**src/rtl/fetch_pkg.sv**
```systemverilog
// Shared core types for the instruction-fetch stage.
package fetch_pkg;
    typedef logic [63:0] addr_t;
    typedef logic [31:0] instr_t;

    typedef enum logic [1:0] {IDLE, FETCH, DROP, SKID} fetch_state_t;

    typedef struct packed {
        instr_t instr;
        addr_t  pc;
    } fetch_pkt_t;

    localparam addr_t RESET_PC_DEFAULT = 64'h8000_0000;
endpackage

```
**src/rtl/fetch_skid.sv**
```systemverilog
// One-entry skid register: load captures, drain empties, flush discards.
module fetch_skid #(
    parameter int W = 96
) (
    input  logic         clk,
    input  logic         reset,
    input  logic         load,
    input  logic         drain,
    input  logic         flush,
    input  logic [W-1:0] d,
    output logic         vld,
    output logic [W-1:0] q
);
    always_ff @(posedge clk) begin
        if (reset || flush) begin
            vld <= 1'b0;
            q   <= '0;
        end else if (load) begin
            vld <= 1'b1;
            q   <= d;
        end else if (drain) begin
            vld <= 1'b0;
        end
    end
endmodule

```
**src/rtl/fetch.sv**
```systemverilog
// Instruction-fetch stage: PC, instruction-bus requests, and a valid/ready
// output register to decode with a one-entry skid for back-pressure.
module fetch
    import fetch_pkg::*;
#(
    parameter addr_t RESET_PC = RESET_PC_DEFAULT
) (
    input  logic        clk,
    input  logic        reset,
    output logic        ireq_valid,
    output logic [63:0] ireq_addr,
    input  logic        iresp_data_ok,
    input  logic [31:0] iresp_data,
    input  logic        redirect_valid,
    input  logic [63:0] redirect_pc,
    output logic        id_valid,
    input  logic        id_ready,
    output logic [31:0] id_instr,
    output logic [63:0] id_pc
);
    fetch_state_t state;
    addr_t        pc;
    fetch_pkt_t   skid_d, skid_q;
    logic         skid_vld;

    logic  buf_free, skid_load, skid_drain;
    addr_t pc_inc, target;

    assign buf_free   = !id_valid || id_ready;
    assign pc_inc     = pc + 64'd4;
    assign target     = redirect_pc & ~64'h3;
    assign skid_d     = '{instr: iresp_data, pc: pc};
    assign skid_load  = !redirect_valid && state == FETCH && iresp_data_ok && !buf_free;
    assign skid_drain = !redirect_valid && state == SKID && id_ready;

    fetch_skid #(.W($bits(fetch_pkt_t))) u_skid (
        .clk   (clk),
        .reset (reset),
        .load  (skid_load),
        .drain (skid_drain),
        .flush (redirect_valid),
        .d     (skid_d),
        .vld   (skid_vld),
        .q     (skid_q)
    );

    always_ff @(posedge clk) begin
        if (reset) begin
            state      <= IDLE;
            pc         <= RESET_PC;
            ireq_valid <= 1'b0;
            ireq_addr  <= RESET_PC;
            id_valid   <= 1'b0;
            id_instr   <= '0;
            id_pc      <= '0;
        end else if (redirect_valid) begin
            pc       <= target;
            id_valid <= 1'b0;
            // A pending request cannot be withdrawn: ride it out in DROP.
            if (ireq_valid && !iresp_data_ok) begin
                state <= DROP;
            end else begin
                state      <= FETCH;
                ireq_valid <= 1'b1;
                ireq_addr  <= target;
            end
        end else begin
            if (id_valid && id_ready)
                id_valid <= 1'b0;
            case (state)
                IDLE: begin
                    state      <= FETCH;
                    ireq_valid <= 1'b1;
                    ireq_addr  <= pc;
                end
                FETCH: begin
                    if (iresp_data_ok) begin
                        pc <= pc_inc;
                        if (buf_free) begin
                            id_valid  <= 1'b1;
                            id_instr  <= iresp_data;
                            id_pc     <= pc;
                            ireq_addr <= pc_inc;
                        end else begin
                            state      <= SKID;
                            ireq_valid <= 1'b0;
                            ireq_addr  <= pc_inc;
                        end
                    end
                end
                SKID: begin
                    if (id_ready && skid_vld) begin
                        id_valid   <= 1'b1;
                        id_instr   <= skid_q.instr;
                        id_pc      <= skid_q.pc;
                        state      <= FETCH;
                        ireq_valid <= 1'b1;
                        ireq_addr  <= pc;
                    end
                end
                DROP: begin
                    if (iresp_data_ok) begin
                        state     <= FETCH;
                        ireq_addr <= pc;
                    end
                end
                default: state <= IDLE;
            endcase
        end
    end
endmodule
```
**config.mk**
```make
export PLATFORM = sky130hd
export DESIGN_NAME = fetch
export DESIGN_NICKNAME = d
export VERILOG_FILES = /design/src/rtl/fetch_pkg.sv /design/src/rtl/fetch_skid.sv /design/src/rtl/fetch.sv
export SDC_FILE = /design/constraint.sdc
export NUM_CORES = 1
export LEC_CHECK = 0
export ABC_AREA = 1
export BUFFER_PORTS_ARGS = -buffer_cell sky130_fd_sc_hd__buf_2
export CAP_MARGIN = 20
export CORE_MARGIN = 3
export CORE_UTILIZATION = 45
export CTS_CLUSTER_DIAMETER = 50
export CTS_CLUSTER_SIZE = 14
export DETAILED_ROUTE_END_ITERATION = 12
export PLACE_DENSITY_LB_ADDON = 0.1
export SLEW_MARGIN = 20
export SYNTH_ARGS = -nofsm -noshare
export SYNTH_HDL_FRONTEND = slang
export SYNTH_HIERARCHICAL = 1
export SYNTH_SLANG_ARGS = --single-unit
```
**constraint.sdc**
```tcl
create_clock -name clk -period 2.3 [get_ports clk]
set_input_delay 0.345 -clock clk [delete_from_list [all_inputs] [get_ports clk]]
set_output_delay 0.345 -clock clk [all_outputs]
set_load 0.01 [all_outputs]
```
== After elaboration in Yosys (flattened, before gate mapping) ==
Index checks and enable logic that the tools add are counted.

* Mux-type cells: 37
* Equal/unequal tests: 11
* Add/sub/neg operators: 1
* Bitwise gates (word level): 1
* Reductions and logical operators: 27

{| class="wikitable"
|+ Operators with widths
! kind !! number
|-
| $mux 64 || 11
|-
| $pmux 64 s4 || 1
|-
| $pmux 64 s2 || 1
|-
| $mux 32 || 3
|-
| $add 64x3->64 const B || 1
|-
| $pmux 32 s2 || 1
|-
| $mux 2 || 6
|-
| $mux 1 || 11
|-
| $reduce_and 5->1 || 2
|-
| $ne 3x3->1 const B || 3
|-
| $logic_and 1x1->1 || 8
|-
| $pmux 2 s4 || 1
|-
| $reduce_and 4->1 || 2
|-
| $reduce_bool 2->1 || 4
|-
| $ne 2x2->1 const B || 3
|-
| $eq 2x2->1 const B || 2
|-
| $logic_not 1->1 || 4
|-
| $reduce_and 2->1 || 2
|-
| $reduce_bool 4->1 || 1
|-
| $ne 3x2->1 const B || 1
|-
| $pmux 1 s3 || 1
|-
| $eq 2x1->1 const B || 1
|-
| $logic_not 2->1 || 1
|-
| $logic_or 1x1->1 || 2
|-
| other kinds (4) || 4
|}

* Output and inout bits: 162
* Logic and storage cells: 87
* Input port bits: 101
* Bits in registers: 325

== Longest topological paths before layout ==
Gate-level depths: netlist (run 1).

* Depth after elaboration: 6
* Depth in mapped cells: 12
* Gate-level depth less buffers: 11

== Modules after synthesis ==
The synthesis (run 1) kept the hierarchy.

{| class="wikitable"
|+ By module, submodules not included
! module !! area each (um^2) !! cells each !! instances
|-
| fetch || 11896.4 || 1820 || 1
|-
| fetch_skid || 3378.2 || 423 || 1
|}

== Least setup slack after synthesis (run 1) ==
Ideal clock, no wire load.

* Kind: input port to flip-flop
* Start point: input redirect_valid
* End point: register u_skid.q[54]
* Setup slack: 0.573 ns
* Data required time: 2.168 ns
* Data arrival time: 1.595 ns
* Stages: 12
* Path through: buf_4 > inv_2 > nand2_2 > nor2_1 > inv_1 > nor2_1 > buf_6 > inv_4 > buf_6 > buf_6 > nand2_1 > a21oi_1

* Cells in the longest elaborated chain, start to end: 4
* Elaborated cells between the ends (all ways): 5
* Those cells by class: reduce/logical (5)

{| class="wikitable"
|+ RTL lines
! item !! line !! source
|-
| start, declared || fetch.sv:14 || <nowiki>input logic redirect_valid,</nowiki>
|-
| $logic_not 1->1 || fetch.sv:33 || <nowiki>assign skid_load = !redirect_valid && state == FETCH && iresp_data_ok && !buf_free;</nowiki>
|-
| $logic_and 1x1->1 (3 in a row) || fetch.sv:33 ||
|-
| named net skid_load || fetch.sv:26 || <nowiki>logic buf_free, skid_load, skid_drain;</nowiki>
|-
| end signal, assigned || fetch_skid.sv:17 || <nowiki>q <= '0;</nowiki>
|-
| end signal, assigned || fetch_skid.sv:20 || <nowiki>q <= d;</nowiki>
|-
| end, declared || fetch_skid.sv:12 || <nowiki>output logic [W-1:0] q</nowiki>
|}

The timed path passes the listed nets, and every way through them passes these cells.
A chain may end at the register's enable or synchronous reset.

== Final worst setup path (run 1) ==
* Start point: register pc[3]
* End point: register pc[56]

* Cells in the longest elaborated chain, start to end: 4

{| class="wikitable"
|+ RTL lines
! item !! line !! source
|-
| start, declared || fetch.sv:22 || <nowiki>addr_t pc;</nowiki>
|-
| start signal, assigned || fetch.sv:57 || <nowiki>pc <= target;</nowiki>
|-
| start signal, assigned || fetch.sv:78 || <nowiki>pc <= pc_inc;</nowiki>
|-
| $add 64x3->64 || fetch.sv:30 || <nowiki>assign pc_inc = pc + 64'd4;</nowiki>
|-
| $mux 64 || fetch.sv:77 || <nowiki>if (iresp_data_ok) begin</nowiki>
|-
| $mux 64 || fetch.sv:70 || <nowiki>case (state)</nowiki>
|-
| $mux 64 || fetch.sv:56 || <nowiki>end else if (redirect_valid) begin</nowiki>
|}

Every way passes these cells. The select of a mux whose other input is x is not followed.

==> impl_metrics.ini, run 1 <==
[grt]
grt-ovfl-total = 0
grt_max_degree = 98
antenna_found_initial = 1
grt_pass1_wl_um = 81660
grt_use_total_pct = 28.09
grt_pass1_vias = 14700

[pwr]
p_sw_share_pct = 28.20
pwr-share-seq_pct = 43.7
pwr_density_cell_nw_per_um2 = 785.4
p_switching_mw = 4.025
p_leak_nw = 7.186
combPwrFrac_pct = 13.4
power_mw = 14.27
max-vdd-ir-drop_mv = 0.4528
p_int_mw = 10.25
power.share.clock_pct = 42.9

[layout]
nNetsFinal = 2545
area_growth_pct = 18.98
drive_gt1_share_pct = 17.37
finish.instance_area_um2 = 18170

[worst_hold_path]
hold_class = input pin to flip-flop

[logic_synthesis]
yosysMostFrequentCell = nand2_1
synth_ff_type = dfxtp_1
synth-seq-cells = 321
synth_edf_count = 0
synth_top_area_cell = dfxtp_1
syn_area_per_cell_um2 = 6.810
yosysWarnings = 6
ys_top_cells_by_area = dfxtp_1 42%, nand2_1 18%, o21ai_0 8.2%
netlist_instances = 2243
yosysSeqAreaShare_pct = 42.07
yosys.area.top_type_share_pct = 42.07
synth_cell_type_count = 40
synthTopCellsByCount = 744 x nand2_1, 321 x dfxtp_1, 250 x o21ai_0, 217 x a21oi_1, 175 x nor2_1
synth_area_um2 = 15270
async_flop_share_pct = 0

[timing]
totalNegativeSetupSlack_ps = 0
rsz0062_at_grt = false
hold_viol_final = 0
max_slew.worst_pin.slew_ps = 1115
maxSlewViolCount = 0
fmax_mhz = 475.3
period_share_pct = 91.48
maxSlewHeadroom_pct = 25.68
finalSetupViolations = 0
skew_ps = 17.26
post-route-min-period_ps = 2104

[worst_setup_path]
r2r_end = pc[56]
ff2ff_path_depth = 10
cp-endpoint = pc[56]
crit_fanout = 7
rrSetupSlack_ps = 200
required_ps = 2710
endpoint_kind = flip-flop
cp-startpoint = pc[3]
crit_chain = ha_1 > nand2_2 > inv_1 > nand3_1 > nor2_4 > nand2_2 > o21ai_0 > nand2_1 > nand2_1 > a21oi_1
cp.depth = 10
path_class = flip-flop to flip-flop
cp_top_family = simple AND/OR/NAND/NOR gates
path_buf_inv = 1
arrival_ps = 2510
r2r_start = pc[3]
crit_path_top_delay_cell = dfxtp_1
max_stage_delay_ps = 450
crit_path_start_kind = flip-flop

[job]
cap_viol_max_count = 0

[clock_network]
cts_inserted_buffers = 37
clkTransAtPathRegs_ps = 60
cts_tree = yes
htree_levels = 2
clock_latency_ps = 530
ctsLongestPathBuffers = 3
ctsResizeCount = 0
post_cts_buffers = 0
cts-hold-fix-buffers = 0
cts_root_buffer = clkbuf_16
cts.sinks = 321

[routing]
drt_wl_total_um = 52520
drc = 0
drt_pass1_iterations = 6
drt_iter0_drc = 1426
vias_per_cell = 5.411
vias = 15760
post_drt_wl_per_cell_um = 18.03
ant_nets = 0

[place]
port_buffers = 258
place_area_um2 = 16900
place_congestion = 0.9587
dp_hpwl_um = 35290

[floorplanning]
start_util_pct = 46.24
dieArea_um2 = 36190
die_w_um = 190.2
rows = 66
dieHeight_um = 190.2
pin_count = 263
core-area_um2 = 33030

[status]
status = complete, no violations
==> cell usage in the layout, fill, tap and decap left out, types with 9 or more instances in the layout <==
master and instances:
inv_1 96, buf_12 11, buf_2 258, a31oi_1 108
a21oi_1 217, nand4_1 16, nand3_1 48, dfxtp_1 321
xor2_1 24, clkbuf_16 39, nand2_2 16, o21ai_0 250
o21ai_1 9, nand2_1 743, nor2_4 9, nor2_2 11
buf_4 39, nor2_1 173
==> metrics by stage <==
stage | std cells | hold slack (ps) | util [%] | setup WS [ps]
floorplan | 2246 | 439.0 | - | 572.7
global placement | 2846 | 447.4 | 51.16 | 204.5
detailed placement | 2846 | 451.8 | 51.16 | 165.2
CTS | 2912 | 68.67 | 55.01 | 192.3
global route | 2913 | 83.70 | 55.02 | 3.099
finish | 2913 | 86.37 | 55.02 | 196.0
==> worst min-delay path, cell delays in order <==
cell and delay, ps:
buf_2 100, nand2_1 50, a21oi_1 50
==> registers in the layout, summed over array words and instances, names as in the netlist <==
register,cells
ireq_addr,62
id_pc,64
u_skid/vld,1
state,2
u_skid/q,96
pc,62
id_valid,1
id_instr,32
ireq_valid,1
==> layer usage <==
| layer | vias up | routed length [um] | track usage, % |
|---|---|---|---|
| li1 | 7794 | - | - |
| met1 | 7234 | 23540 | 40.39 |
| met2 | 651 | 22810 | 43.36 |
| met3 | 83 | 4622 | 4.449 |
| met4 | 0 | 1544 | 8.863 |
| met5 | - | 0 | 0 |
==> layout make-up <==
class | instances | area [um^2]
fill | 3288 | 14860
multi-input combinational | 1669 | 7711
sequential | 321 | 6426
timing repair buffer | 308 | 1804
clock buffer | 50 | 1077
tap | 442 | 553.0
inverter | 106 | 405.4
clock inverter | 16 | 193.9
antenna | 1 | 2.502
==> cell families after synthesis <==
kind of cell,after synthesis,share of synthesized area (%)
fa+ha+maj,1,0.08190
simple gates,1027,27.20
flops,321,42.07
buf+inv,256,7.667
xor+xnor,25,1.433
other cells,1,0.02455
compound gates,612,21.53
==> power by group through the flow <==
| stage | sequential (mW) | clock, mW | combinational, mW |
|---|---|---|---|
| 2_1_floorplan | 6.36 | 0 | 1.03 |
| 3_3_place_gp | 6.34 | 0 | 1.87 |
| 3_5_place_dp | 6.34 | 0 | 1.89 |
| 4_1_cts | 6.22 | 6.23 | 1.90 |
| 5_1_grt | 6.27 | 6.46 | 2.13 |
| 6_report | 6.24 | 6.13 | 1.91 |
==> worst min path at each step <==
| stage | startpoint | to | slack [ps] | cells past startpoint |
|---|---|---|---|---|
| floorplan | u_skid/q[54] | u_skid/q[54] | 440 | 2 |
| global placement | u_skid/q[74] | u_skid/q[74] | 450 | 2 |
| detailed placement | u_skid/q[81] | u_skid/q[81] | 450 | 2 |
| CTS | iresp_data[5] | u_skid/q[69] | 70 | 3 |
| global route | iresp_data[25] | u_skid/q[89] | 80 | 3 |
| finish | iresp_data[17] | u_skid/q[81] | 90 | 3 |
Note: power is estimated with default switching activity, not from simulation.
==> run 2, diff against run 1 <==
--- a/config.mk
+++ b/config.mk
@@ -6,7 +6,7 @@
 export NUM_CORES = 1
 export LEC_CHECK = 0
 export ABC_AREA = 1
-export BUFFER_PORTS_ARGS = -buffer_cell sky130_fd_sc_hd__buf_2
+export BUFFER_PORTS_ARGS = -buffer_cell sky130_fd_sc_hd__buf_4
 export CAP_MARGIN = 20
 export CORE_MARGIN = 3
 export CORE_UTILIZATION = 45
==> run 2 against run 1 <==
Against the previous run: register-to-register slack improved by 70 ps; wire length rose by 0.68%; clock-buffer cell count fell by 9; hold slack improved by 2.5 ps; flip-flop and latch count did not move; non-clock buffer count rose by 7; first-iteration DRC count fell by 9.0%; largest power group is now clock; sequential power barely moved; fmax rose by 3.6%; cell area rose by 4.4%.
==> impl_metrics.ini, run 2 (synthesis results as in run 1) <==
[place]
dp_slack_ps = 158.0
dpl.cell_count = 2852
place_congestion = 1.003
port_buffers = 258
place_area_um2 = 17650
dp_hpwl_um = 36120

[timing]
rsz0062_at_grt = false
maxSlewHeadroom_pct = 29.49
hold_viol_final = 0
maxSlewViolCount = 0
hold_slack_ps = 88.88
max_slew.worst_pin.slew_ps = 1058
finalWorstSetupSlack_ps = 268.7
post-route-min-period_ps = 2031
finalSetupViolations = 0
fmax_mhz = 492.3
totalNegativeSetupSlack_ps = 0
skew_ps = 23.02
period_share_pct = 88.32

[worst_setup_path]
r2r_start = pc[32]
rrSetupSlack_ps = 270
endpoint_kind = flip-flop
cp-endpoint = pc[60]
ff2ff_path_depth = 9
cp-startpoint = pc[32]
arrival_ps = 2430
crit_fanout = 7
crit_path_start_kind = flip-flop
r2r_end = pc[60]
required_ps = 2700
path_class = flip-flop to flip-flop

[floorplanning]
core-area_um2 = 33030
pin_count = 263
rows = 66
dieHeight_um = 190.2
dieArea_um2 = 36190
start_util_pct = 46.24
die_w_um = 190.2

[layout]
final_common_cell = nand2_1
drive_gt1_share_pct = 17.79
area_growth_pct = 24.20
regMostFlops = u_skid/q
finish.instance_area_um2 = 18970
final_util_pct = 57.43
instances_no_fill = 2916
reg.largest.list = u_skid/q x96, id_pc x64
final_cell_mix = 743 x nand2_1, 318 x dfxtp_1, 298 x buf_4
n_fill_cell = 3226
nNetsFinal = 2552
largest_register_ffs = 96

[routing]
drt_wl_total_um = 52870
post_drt_wl_per_cell_um = 18.13
vias = 15920
ant_nets = 0
drt_iter0_drc = 1298
vias_per_cell = 5.460
drt_pass1_iterations = 5
drc = 0

[worst_hold_path]
hold_class = input pin to flip-flop
min_from = iresp_data[20]

[grt]
grt_pass1_wl_um = 82080
grt_use_total_pct = 28.23
antenna_found_initial = 1
grt-ovfl-total = 0
grt_pass1_vias = 14840
grt_max_degree = 98

[clock_network]
clock_latency_ps = 520
cts-hold-fix-buffers = 0
post_cts_buffers = 0
ctsLongestPathBuffers = 3
htree_levels = 2
cts_inserted_buffers = 37
clkTransAtPathRegs_ps = 60
cts.sinks = 321
ctsResizeCount = 0
cts_root_buffer = clkbuf_16
cts_tree = yes

[pwr]
max-vdd-ir-drop_mv = 0.4718
p_leak_nw = 7.360
power_mw = 14.63
pwr_density_cell_nw_per_um2 = 771.0

[job]
cap_viol_max_count = 0

[status]
status = complete, no violations
## run 2: changes by cell type in the layout (fill, tap and decap cells not counted), sizes merged
cell / delta
clkbuf: -9
buf: +7
clkinvlp: +1
bufinv: +3
inv: +1
## run 2: critical path: stages, from the launching register on
cell,delay [ps]
dfxtp_1,580
nand2_1,140
nor2_1,170
nand2_1,140
nor2_1,280
nand2_1,170
o21ai_0,200
nand2_1,100
nand2_1,60
a21oi_1,60
## run 2: final cells by class
class | count | area [um^2] | share of cell area [%]
diodes | 1 | 2.502 | 0.01319
clock buffers | 41 | 980.9 | 5.171
clock inverters | 21 | 307.8 | 1.622
inverters | 106 | 405.4 | 2.137
multi-input cells | 1669 | 7706 | 40.62
flip-flops and latches | 321 | 6430 | 33.89
well taps | 442 | 553.0 | 2.915
repair buffers | 315 | 2585 | 13.63
## run 2: per-layer routing
metal / track usage (%) / vias up / share of wire, %
met2: 44.27 / 673 / 44
met3: 4.210 / 96 / 8.4
li1: - / 7806 / -
met5: 0 / - / 0
met4: 9.286 / 0 / 3.1
met1: 39.99 / 7345 / 44
## run 2: how the worst min path moves through the flow
stage	end	slack [ps]	cells past startpoint
final	u_skid/q[84]	90	3
after global routing	u_skid/q[90]	80	3
after CTS	u_skid/q[84]	70	3
after detailed placement	u_skid/q[54]	450	2
after global placement	u_skid/q[46]	450	2
after floorplan	u_skid/q[54]	440	2
## run 2: power breakdown
part / switching [mW] / internal [mW]
Combinational: 1.24 / 0.878
Clock: 2.47 / 3.79
Sequential: 0.343 / 5.91
